## src/rtl/mult_share_pkg.sv

```systemverilog
// Shared types and default widths for the multiplier sharing arbiter.
package mult_share_pkg;

  typedef enum logic [1:0] {IDLE, CALC, RESP} msa_state_t;

  localparam int DEF_NUM_REQ = 4;
  localparam int DEF_A_W     = 2;
  localparam int DEF_B_W     = 2;
  localparam int DEF_OUT_W   = 5;

endpackage

```

## src/rtl/rr_arbiter.sv

```systemverilog
// Combinational round-robin pick: first set req bit at or above ptr, modulo NUM_REQ.
// Zero latency; no flow control of its own.
module rr_arbiter
  import mult_share_pkg::*;
#(
  parameter int NUM_REQ = DEF_NUM_REQ,
  parameter int ID_W    = $clog2(NUM_REQ)
) (
  input  logic [NUM_REQ-1:0] req,
  input  logic [ID_W-1:0]    ptr,
  output logic [NUM_REQ-1:0] grant,
  output logic [ID_W-1:0]    grant_idx,
  output logic               grant_vld
);

  logic [ID_W-1:0] cand;

  always_comb begin
    grant     = '0;
    grant_idx = '0;
    grant_vld = 1'b0;
    cand      = '0;
    for (int off = 0; off < NUM_REQ; off++) begin
      cand = ID_W'((int'(ptr) + off) % NUM_REQ);
      if (!grant_vld && req[cand]) begin
        grant_vld   = 1'b1;
        grant[cand] = 1'b1;
        grant_idx   = cand;
      end
    end
  end

endmodule

```

## src/rtl/multiplier_share_arbiter.sv

```systemverilog
// Round-robin sharing of one combinational multiplier; accept->rsp_valid after two edges.
// One op in flight; rsp_ready low holds the response and blocks all new accepts.
module multiplier_share_arbiter
  import mult_share_pkg::*;
#(
  parameter int NUM_REQ = DEF_NUM_REQ,
  parameter int A_W     = DEF_A_W,
  parameter int B_W     = DEF_B_W,
  parameter int OUT_W   = DEF_OUT_W,
  parameter int ID_W    = $clog2(NUM_REQ)
) (
  input  logic                   clk,
  input  logic                   rst_n,
  input  logic [NUM_REQ-1:0]     req_valid,
  output logic [NUM_REQ-1:0]     req_ready,
  input  logic [NUM_REQ*A_W-1:0] req_a,
  input  logic [NUM_REQ*B_W-1:0] req_b,
  output logic [A_W-1:0]         mul_a,
  output logic [B_W-1:0]         mul_b,
  input  logic [OUT_W-1:0]       mul_p,
  output logic                   rsp_valid,
  input  logic                   rsp_ready,
  output logic [ID_W-1:0]        rsp_id,
  output logic [OUT_W-1:0]       rsp_data
);

  msa_state_t          state, state_nxt;
  logic [ID_W-1:0]     rr_ptr;
  logic [ID_W-1:0]     id_q;
  logic [NUM_REQ-1:0]  grant;
  logic [ID_W-1:0]     grant_idx;
  logic                grant_vld;
  logic                accept;

  rr_arbiter #(
    .NUM_REQ (NUM_REQ),
    .ID_W    (ID_W)
  ) u_arb (
    .req       (req_valid),
    .ptr       (rr_ptr),
    .grant     (grant),
    .grant_idx (grant_idx),
    .grant_vld (grant_vld)
  );

  // Gated by rst_n so req_ready drops the instant reset asserts, not at the next edge.
  assign req_ready = (state == IDLE && rst_n) ? grant : '0;
  assign accept    = (state == IDLE) && grant_vld;

  always_comb begin
    state_nxt = state;
    case (state)
      IDLE:    if (accept) state_nxt = CALC;
      CALC:    state_nxt = RESP;
      RESP:    if (rsp_ready) state_nxt = IDLE;
      default: state_nxt = IDLE;
    endcase
  end

  always_ff @(posedge clk or negedge rst_n) begin
    if (!rst_n) state <= IDLE;
    else        state <= state_nxt;
  end

  always_ff @(posedge clk or negedge rst_n) begin
    if (!rst_n) begin
      rr_ptr    <= '0;
      id_q      <= '0;
      mul_a     <= '0;
      mul_b     <= '0;
      rsp_valid <= 1'b0;
      rsp_id    <= '0;
      rsp_data  <= '0;
    end else begin
      case (state)
        IDLE: begin
          if (accept) begin
            mul_a  <= req_a[grant_idx*A_W +: A_W];
            mul_b  <= req_b[grant_idx*B_W +: B_W];
            id_q   <= grant_idx;
            rr_ptr <= (grant_idx == ID_W'(NUM_REQ-1)) ? '0 : grant_idx + 1'b1;
          end
        end
        CALC: begin
          rsp_data  <= mul_p;
          rsp_valid <= 1'b1;
          rsp_id    <= id_q;
        end
        RESP: begin
          if (rsp_ready) rsp_valid <= 1'b0;
        end
        default: begin
        end
      endcase
    end
  end

endmodule

```

## config.mk

```make
export PLATFORM = sky130hd
export DESIGN_NAME = multiplier_share_arbiter
export DESIGN_NICKNAME = d
export VERILOG_FILES = /design/src/rtl/mult_share_pkg.sv /design/src/rtl/rr_arbiter.sv /design/src/rtl/multiplier_share_arbiter.sv
export SDC_FILE = /design/constraint.sdc
export NUM_CORES = 1
export LEC_CHECK = 0
export CAP_MARGIN = 40
export CORE_MARGIN = 5
export CORE_UTILIZATION = 30
export CTS_CLUSTER_DIAMETER = 120
export CTS_CLUSTER_SIZE = 28
export DETAILED_ROUTE_END_ITERATION = 7
export GPL_TIMING_DRIVEN = 0
export RECOVER_POWER = 100
export SYNTH_ARGS = -nofsm -noshare
export SYNTH_HDL_FRONTEND = slang
export SYNTH_SLANG_ARGS = --single-unit
```

## constraint.sdc

```tcl
create_clock -name clk -period 3.5 [get_ports clk]
set_clock_uncertainty 0.15 [all_clocks]
set_input_delay 0.7 -clock clk [delete_from_list [all_inputs] [get_ports clk]]
set_output_delay 0.7 -clock clk [all_outputs]
set_load 0.01 [all_outputs]
```

# After elaboration in Yosys (flattened, before gate mapping)
# Index checks and enable logic that the tools add are counted.
[totals]
reg_bits = 18
inputBits = 28
out_inout_bits = 16
wordCells = 82
[classes]
n_addsub = 4
magnitude_cmp = 8
n_eq_ne = 5
shifts = 2
mux = 35
bitwise = 3
reduce_logical = 17
[ops]
columns = ["cell", "count"]
rows = [
  ["4-bit 2-to-1 mux", 5],
  ["8-bit by 4-bit variable part select with 2-bit output", 2],
  ["2-bit 2-to-1 mux", 7],
  ["1-bit 2-to-1 mux", 13],
  ["2-bit by 3-bit less-than comparator with 1-bit output, second input constant", 4],
  ["4-bit bitwise OR", 3],
  ["1-bit logical AND", 9],
  ["1-bit binary-select mux with 2-bit select", 4],
  ["1-bit demux with 2-bit select", 4],
  ["2-bit by 1-bit >= comparator with 1-bit output, second input constant", 4],
  ["2-bit one-hot mux with 3 select lines", 1],
  ["2-bit AND reduction", 3],
  ["2-bit by 1-bit adder with 2-bit output, second input constant", 2],
  ["2-bit adder, second input constant", 2],
  ["2-bit equality test, second input constant", 2],
  ["2-bit inequality test, second input constant", 2],
  ["1-bit zero test", 3],
  ["2-bit by 1-bit equality test with 1-bit output, second input constant", 1],
  ["2-bit zero test", 1],
  ["1-bit one-hot mux with 2 select lines", 1],
  ["2-bit nonzero test", 1],
]

# Depth between registers and ports, before layout
# Gate-level depths: netlist of the first run.
[depth]
depth_word = 15
mapped_depth = 11
depth_no_buf = 10

# By module
# A second synthesis of the first run with hierarchy kept.
[unflattened]
hier_cells = 99
area_unflattened_um2 = 1260.0
[by_module_without_submodules]
columns = ["mod", "n_inst", "cells_per_inst", "area_per_inst_um2", "seq_area_each_um2"]
rows = [
  ["multiplier_share_arbiter", 1, 54, 838.3, 450.4],
  ["rr_arbiter", 1, 45, 421.7, 0.0],
]

# Worst setup path after synthesis of the first run
# OpenSTA, ideal clock, no wires.
[synth_timing]
kind = "reg2out"
from = "register rr_ptr[0]"
to = "output req_ready[0]"
arrival_time_ns = 2.256
required_ns = 2.650
slack_ns = 0.394
path_stages_with_launch = 10
path_buffers = 1
path_cell_list = "dfrtp_1 > inv_2 > ha_1 > buf_6 > mux2i_2 > mux2i_2 > a211oi_2 > a22o_2 > mux2i_1 > a21oi_1"
[synth_between]
elab_chain_cells = 13
elab_cells_between_ends = 48
cone_classes = "add/sub: 3; order compare: 8; mux: 24; bitwise: 3; reduce/logical: 10"
[synth_rtl]
columns = ["item", "line_no", "rtl"]
rows = [
  ["start, declared", "multiplier_share_arbiter.sv:28", "logic [ID_W-1:0] rr_ptr;"],
  ["start signal, assigned", "multiplier_share_arbiter.sv:81", "rr_ptr <= (grant_idx == ID_W'(NUM_REQ-1)) ? '0 : grant_idx + 1'b1;"],
  ["parallel branches: the longest is 11 deep, another holds 2-bit by 3-bit less-than comparator with 1-bit output", "--", ""],
  ["4-bit 2-to-1 mux (*)", "rr_arbiter.sv:25", "if (!grant_vld && req[cand]) begin"],
  ["4-bit 2-to-1 mux (*)", "multiplier_share_arbiter.sv:47", "assign req_ready = (state == IDLE && rst_n) ? grant : '0;"],
  ["end, declared", "multiplier_share_arbiter.sv:15", "output logic [NUM_REQ-1:0] req_ready,"],
]
# Every way passes the cells marked *. The select of a mux whose other input is x is not followed.

# Worst setup path in the final report of the first run
[layout_timing]
from = "input req_valid[3]"
to = "output req_ready[2]"
[layout_between]
elab_chain_cells = 13
elab_cells_between_ends = 25
cone_classes = "mux: 16; bitwise: 3; reduce/logical: 6"
[layout_rtl]
columns = ["item", "line_no", "rtl"]
rows = [
  ["start, declared", "multiplier_share_arbiter.sv:14", "input logic [NUM_REQ-1:0] req_valid,"],
  ["1-bit binary-select mux with 2-bit select", "rr_arbiter.sv:25", ""],
  ["1-bit 2-to-1 mux (not written as such)", "rr_arbiter.sv:25", ""],
  ["1-bit 2-to-1 mux", "rr_arbiter.sv:25", ""],
  ["1-bit zero test", "rr_arbiter.sv:25", ""],
  ["1-bit logical AND", "rr_arbiter.sv:25", ""],
  ["1-bit 2-to-1 mux", "rr_arbiter.sv:25", ""],
  ["1-bit zero test", "rr_arbiter.sv:25", ""],
  ["1-bit logical AND", "rr_arbiter.sv:25", ""],
  ["1-bit 2-to-1 mux", "rr_arbiter.sv:25", ""],
  ["1-bit zero test", "rr_arbiter.sv:25", ""],
  ["1-bit logical AND", "rr_arbiter.sv:25", ""],
  ["4-bit 2-to-1 mux (*)", "rr_arbiter.sv:25", ""],
  ["4-bit 2-to-1 mux (*)", "multiplier_share_arbiter.sv:47", ""],
]
# Mark *: on every way between the ends. The rest lies on a longest branch, timed or not. The select of a mux whose other input is x is not followed.

==> results of run 1 <==
[per-stage QoR]
| stage | power (mW) | hold WS, ns |
|---|---|---|
| 2_1_floorplan | 1.241 | 0.2544 |
| 3_3_place_gp | 1.609 | 0.3134 |
| 3_5_place_dp | 1.621 | 0.3233 |
| 4_1_cts | 1.898 | 0.3384 |
| 5_1_grt | 2.049 | 0.3626 |
| 6_report | 1.894 | 0.3315 |
[how the worst max path moves through the flow]
| stage | startpoint | slack [ns] | depth (start not counted) | endpoint |
|---|---|---|---|---|
| 5_1_grt | rr_ptr[0]$_DFFE_PN0P_ | -0.009 | 11 | req_ready[2] |
| 4_1_cts | req_valid[3] | 0.002 | 10 | req_ready[0] |
| 6_report | req_valid[3] | 0.08 | 10 | req_ready[2] |
| 3_5_place_dp | req_valid[0] | -0.43 | 8 | req_ready[2] |
| 2_1_floorplan | rr_ptr[0]$_DFFE_PN0P_ | 0.39 | 9 | req_ready[0] |
| 3_3_place_gp | req_valid[0] | -0.42 | 8 | req_ready[1] |
[worst register-to-register path, stage by stage (launching register included)]
cell	delay [ns]
dfrtp_2	0.43
inv_4	0.13
ha_1	0.26
buf_6	0.15
nor2b_2	0.18
o211ai_4	0.10
o41ai_4	0.13
buf_4	0.16
buf_4	0.13
o21ai_4	0.26
inv_4	0.09
ha_1	0.30
nand2_1	0.06
o21ai_0	0.07
[routing by layer]
metal  part of all wire, %  track usage [%]  vias up
li1                      -                -      658
met3                   5.6            2.803        2
met1                    46            15.66      597
met4                  0.67            2.534        0
met5                     0                0        -
met2                    48            18.38       40
[cells in the final DEF (no fill, tap or decap), types with 3 or more instances in the layout]
master           Yosys  routed
a211oi_1             3       3
a21boi_0             4       4
a21o_1               4       4
a21oi_1             14      14
a22o_2               4       4
buf_4                1      10
buf_6                3       4
clkbuf_1             2       3
clkbuf_2             0       3
clkbuf_8             0       4
clkdlybuf4s50_1      0      22
dfrtp_1             18      16
dlygate4sd3_1        0      14
ha_1                 8       8
inv_1                4       3
mux2_2               9       9
mux2i_1              7       5
mux2i_4              0       3
nand2_1             20      20
nor2_1               9       9
o31ai_1              5       5
[power by group through the flow]
| stage | logic, mW | clock network [mW] | registers, mW |
|---|---|---|---|
| floorplan | 0.815 | 0 | 0.426 |
| global placement | 1.20 | 0 | 0.405 |
| detailed placement | 1.21 | 0 | 0.407 |
| CTS | 1.34 | 0.173 | 0.382 |
| global route | 1.47 | 0.181 | 0.396 |
| finish | 1.35 | 0.167 | 0.378 |
[cells by family (layout without fill, tap and decap cells)]
| logic type | after synthesis | in the layout | synth area share (%) |
|---|---|---|---|
| AOI/OAI and AO/OA | 48 | 48 | 27.77 |
| adders and majority gates | 8 | 8 | 6.774 |
| buffers and inverters | 15 | 72 | 6.012 |
| DFF | 18 | 18 | 30.48 |
| muxes | 19 | 19 | 14.23 |
| and+or+nand+nor | 43 | 43 | 14.73 |
[what timing repair did]
action	4_1_cts	5_1_grt
gates resized for setup	19	8
setup endpoints to repair	4	4
cloned	0	0
pin swaps	2	2
setup buffers	6	3
[synth_stat cells (3+ instances only)]
cell type,count
nand2_1,20
dfrtp_1,18
a21oi_1,14
mux2_2,9
nor2_1,9
ha_1,8
mux2i_1,7
o31ai_1,5
a21boi_0,4
a21o_1,4
a22o_2,4
inv_1,4
a211oi_1,3
buf_2,3
buf_6,3
[registers in the layout, indices dropped and copies added (netlist names)]
register	cells
mul_a	2
rsp_valid	1
mul_b	2
rsp_data	5
rr_ptr	2
state	2
id_q	2
rsp_id	2
[area by class of cell]
cell class              instances  share of cell area [%]
multi-input cells             118                   45.80
repair buffers                 53                   22.50
flip-flops and latches         18                   20.83
well taps                      67                   3.855
plain buffers                   9                   3.222
clock buffers                   4                   2.532
inverters                       6                   1.266
==> results.json, run 1 <==
{
  "outcome": "complete, no violations",
  "cts_sinks": 18,
  "leakage_nw": 0.9150,
  "area_growth_syn_to_layout_pct": 47.16,
  "grt_pass1_vias": 1290,
  "p_sw_share_pct": 42.76,
  "grt_pass1_wl_um": 6016,
  "ir_worst_vdd_mv": 0.2973,
  "setup_violations": 0,
  "cp_max_fo": 10,
  "fmax_mhz": 292.1,
  "hold_buffers": 0,
  "drv_slew": 0,
  "end_kind": "output port",
  "pwr-share-seq_pct": 20.0,
  "post-route-period-util_pct": 97.83,
  "regArea_sq_um": 452.9,
  "hold_class": "reg2reg",
  "cp.required_ns": 2.65,
  "power_density_nw_per_um2": 870.7,
  "start_kind": "input port",
  "synth_edf_count": 0,
  "ys_seq_area_share_pct": 30.48,
  "clk_latency_ns": 0.25,
  "drtIter0Drc": 32,
  "critPathBufInv": 4,
  "htreeDepth": 1,
  "grt_max_degree": 19,
  "wl_um": 3586,
  "ant_nets": 0,
  "crit_type": "in2out",
  "cts_tree": "done",
  "stdcell_area_sq_um": 2175,
  "intPower_mw": 1.084,
  "drive_gt1_share_pct": 29.81,
  "gp_congestion": 0.8022,
  "worstMarginPinSlew_ns": 0.5321,
  "post_synth_num_cell_types": 44,
  "antenna_found_initial": 0,
  "dp_slack_ns": -0.4253,
  "min-delay-start": "mul_a[1]$_DFFE_PN0P_",
  "dieArea_sq_um": 6429,
  "synth_nets": 187,
  "overflow": 0,
  "rr_startpoint": "rr_ptr[0]$_DFFE_PN0P_",
  "ys_warn_count": 0,
  "multi_input_area_sq_um": 996.0,
  "dpl_cell_area_sq_um": 2002,
  "combPwrFrac_pct": 71.2,
  "io_buffer_count": 42,
  "num_antenna_cells": 0,
  "grtUsageTotal_pct": 11.51,
  "core.rowCount": 25,
  "core_area_sq_um": 4755,
  "synthTopCellsByArea": "dfrtp_1 30%, mux2_2 6.9%, ha_1 6.8%",
  "r2r-end": "rr_ptr[1]$_DFFE_PN0P_",
  "final_core_util_pct": 45.74,
  "synth_ff_type": "dfrtp_1",
  "slowest_stage": "clkdlybuf4s50_1",
  "synth_area_sq_um": 1478,
  "initial_utilization_pct": 31.08,
  "layout_setup_ws_ns": 0.07602,
  "wl_per_cell_um": 13.04,
  "cap_viol_max_count": 0,
  "cpPeakStageDelay_ns": 0.45,
  "fin_cells": 275,
  "vias": 1297,
  "vias_per_cell": 4.716,
  "place_hpwl_um": 2673,
  "clockRootBuffer": "clkbuf_8",
  "max_slew_margin_pct": 64.23,
  "firstDrtPassIters": 4,
  "fill_cells": 485,
  "reg2reg_slack_ns": 0.77,
  "die_h_um": 80.18,
  "die_w_um": 80.18,
  "finalSetupTns_ns": 0,
  "layout.nets": 245,
  "worstHoldPathCells": 2,
  "path_clk_slew_ns": 0.06,
  "clkPwrFrac_pct": 8.8,
  "cpMostUsedCell": "mux2i_4",
  "crit_chain": "clkdlybuf4s50_1 > buf_6 > mux2i_4 > mux2i_4 > a211oi_4 > buf_4 > a22o_2 > mux2i_1 > a21oi_1 > clkdlybuf4s15_1",
  "io_pins": 44,
  "cp_top_family": "buffers and inverters",
  "critPathArrivalTime_ns": 2.57,
  "synth-async-reset-ratio_pct": 100.0,
  "syn_avg_cell_area_sq_um": 9.786,
  "synth_top_area_cell": "dfrtp_1",
  "ys_ff_latch": 18,
  "worst_hold_path.endpoint": "mul_a[1]$_DFFE_PN0P_",
  "synth_cells": 151,
  "clk_path_buf_depth": 2,
  "dp_cells": 262,
  "cts_made_buffers": 3,
  "finalHoldViolCount": 0,
  "period_minus_slack_ns": 3.424,
  "drc": 0,
  "synth.top_cell.area_share_pct": 30.48,
  "p_sw_uw": 809.7,
  "reg2reg_depth": 13
}
Note: power is estimated with default switching activity, not from simulation.
==> run 2: changes to the inputs <==
SETUP_SLACK_MARGIN = 0.05   (was default)
TNS_END_PERCENT = 100   (was default)
==> run 2 against run 1 <==
  * Worst hold slack about the same
  * Power decreased by 0.12%
  * Global-route usage about the same
  * Clock power about the same
  * Clock-buffer cell count unchanged
  * Critical path depth increased by 1
  * Core utilization decreased by 0.18 points
  * Flip-flop and latch count unchanged
  * Sequential power about the same
  * Design area decreased by 0.40%
  * Routed wire length increased by 0.22%
  * Worst setup slack improved by 0.10 ns
  * Critical endpoint is now req_ready[3]
  * Largest power group unchanged
==> results.json, run 2 (synthesis results as in run 1) <==
{
  "setup_violations": 0,
  "post-route-period-util_pct": 94.84,
  "place_hpwl_um": 2673,
  "worstMarginPinSlew_ns": 0.8561,
  "drtIter0Drc": 45,
  "worstHoldPathCells": 2,
  "grtUsageTotal_pct": 11.53,
  "layout_setup_ws_ns": 0.1806,
  "cp_max_fo": 8,
  "vias_per_cell": 4.705,
  "drc": 0,
  "reg2reg_depth": 13,
  "drive_gt1_share_pct": 29.33,
  "area_growth_syn_to_layout_pct": 46.57,
  "path_clk_slew_ns": 0.07,
  "firstDrtPassIters": 4,
  "io_pins": 44,
  "dieArea_sq_um": 6429,
  "ant_nets": 0,
  "core.rowCount": 25,
  "final_cell_mix": "21 x clkdlybuf4s50_1, 20 x nand2_1, 16 x dfrtp_1",
  "end_kind": "output port",
  "cts_tree": "done",
  "clk_latency_ns": 0.25,
  "dpl_cell_area_sq_um": 2002,
  "cts_sinks": 18,
  "leakage_nw": 0.9128,
  "mostFrequentLayoutCell": "clkdlybuf4s50_1",
  "cap_viol_max_count": 0,
  "antenna_found_initial": 0,
  "stdcell_area_sq_um": 2166,
  "critPathArrivalTime_ns": 2.47,
  "finalHoldViolCount": 0,
  "grt_pass1_wl_um": 6030,
  "layout.nets": 245,
  "rsz0062_at_grt": "false",
  "p_total_mw": 1.891,
  "wl_per_cell_um": 13.07,
  "die_h_um": 80.18,
  "grt_max_degree": 19,
  "core_area_sq_um": 4755,
  "outcome": "complete, no violations",
  "period_minus_slack_ns": 3.319,
  "hold_buffers": 0,
  "max_slew_margin_pct": 42.32,
  "num_antenna_cells": 0,
  "clk_path_buf_depth": 2,
  "die_w_um": 80.18,
  "htreeDepth": 1,
  "dp_slack_ns": -0.4253,
  "final_core_util_pct": 45.55,
  "clockRootBuffer": "clkbuf_8",
  "power_density_nw_per_um2": 873.2,
  "dp_cells": 262,
  "crit_type": "reg2out",
  "hold_class": "reg2reg",
  "cp.required_ns": 2.65,
  "initial_utilization_pct": 31.08,
  "fin_cells": 275,
  "io_buffer_count": 42,
  "cts_made_buffers": 3,
  "timing.hold.ws_ns": 0.3315,
  "drv_slew": 0,
  "grt_pass1_vias": 1291,
  "start_kind": "flip-flop",
  "vias": 1294,
  "largest_reg_flops": 5,
  "gp_congestion": 0.8022,
  "wl_um": 3594,
  "ir_worst_vdd_mv": 0.2972,
  "largest-register": "rsp_data",
  "overflow": 0,
  "finalSetupTns_ns": 0,
  "fmax_mhz": 301.3
}
run 2: power by group:
group / internal (mW) / total, mW / switching (mW)
logic: 0.665 / 1.34 / 0.678
clock network: 0.0999 / 0.167 / 0.0676
registers: 0.319 / 0.380 / 0.0616
total: 1.08 / 1.89 / 0.807
run 2: critical path, stage by stage (launching register included):
cell and delay (ns):
dfrtp_2 0.41, inv_6 0.07, ha_1 0.29, buf_6 0.15, mux2i_4 0.27, mux2i_4 0.13, a211oi_4 0.25, buf_4 0.15
a22o_2 0.11, mux2i_1 0.06, a21oi_1 0.15, clkbuf_1 0.16
run 2: worst paths after layout:
kind / startpoint / endpoint / slack (ns)
min in group asynchronous: rst_n / rsp_data[4]$_DFFE_PN0P_ / 0.54
min reg2reg: mul_a[1]$_DFFE_PN0P_ / mul_a[1]$_DFFE_PN0P_ / 0.33
max: rr_ptr[0]$_DFFE_PN0P_ / req_ready[3] / 0.18
min: mul_a[1]$_DFFE_PN0P_ / mul_a[1]$_DFFE_PN0P_ / 0.33
max in group asynchronous: rst_n / rr_ptr[1]$_DFFE_PN0P_ / 2.32
max reg2reg: rr_ptr[0]$_DFFE_PN0P_ / rr_ptr[1]$_DFFE_PN0P_ / 0.33
run 2: area by class of cell:
type                            instances  area [sq um]
Timing Repair Buffer                   53         481.7
Sequential cell                        18         452.9
Fill cell                             484          2589
Inverter                                6         30.03
Clock buffer                            4         55.05
Tap cell                               67         83.83
Multi-Input combinational cell        118         992.2
Buffer                                  9         70.07
run 2: timing repair:
| item | CTS | global route |
|---|---|---|
| resized for setup | 21 | 9 |
| setup endpoints to repair | 4 | 4 |
| setup buffers | 6 | 3 |
| pin swaps | 2 | 1 |
run 2: layer usage:
metal,part of all wire (%),track usage (%),wire [um],vias up
met4,0.67,2.534,24,0
met2,47,18.46,1702,38
met5,0,0,0,-
met3,5.7,2.803,205,2
li1,-,-,-,657
met1,46,15.66,1662,597
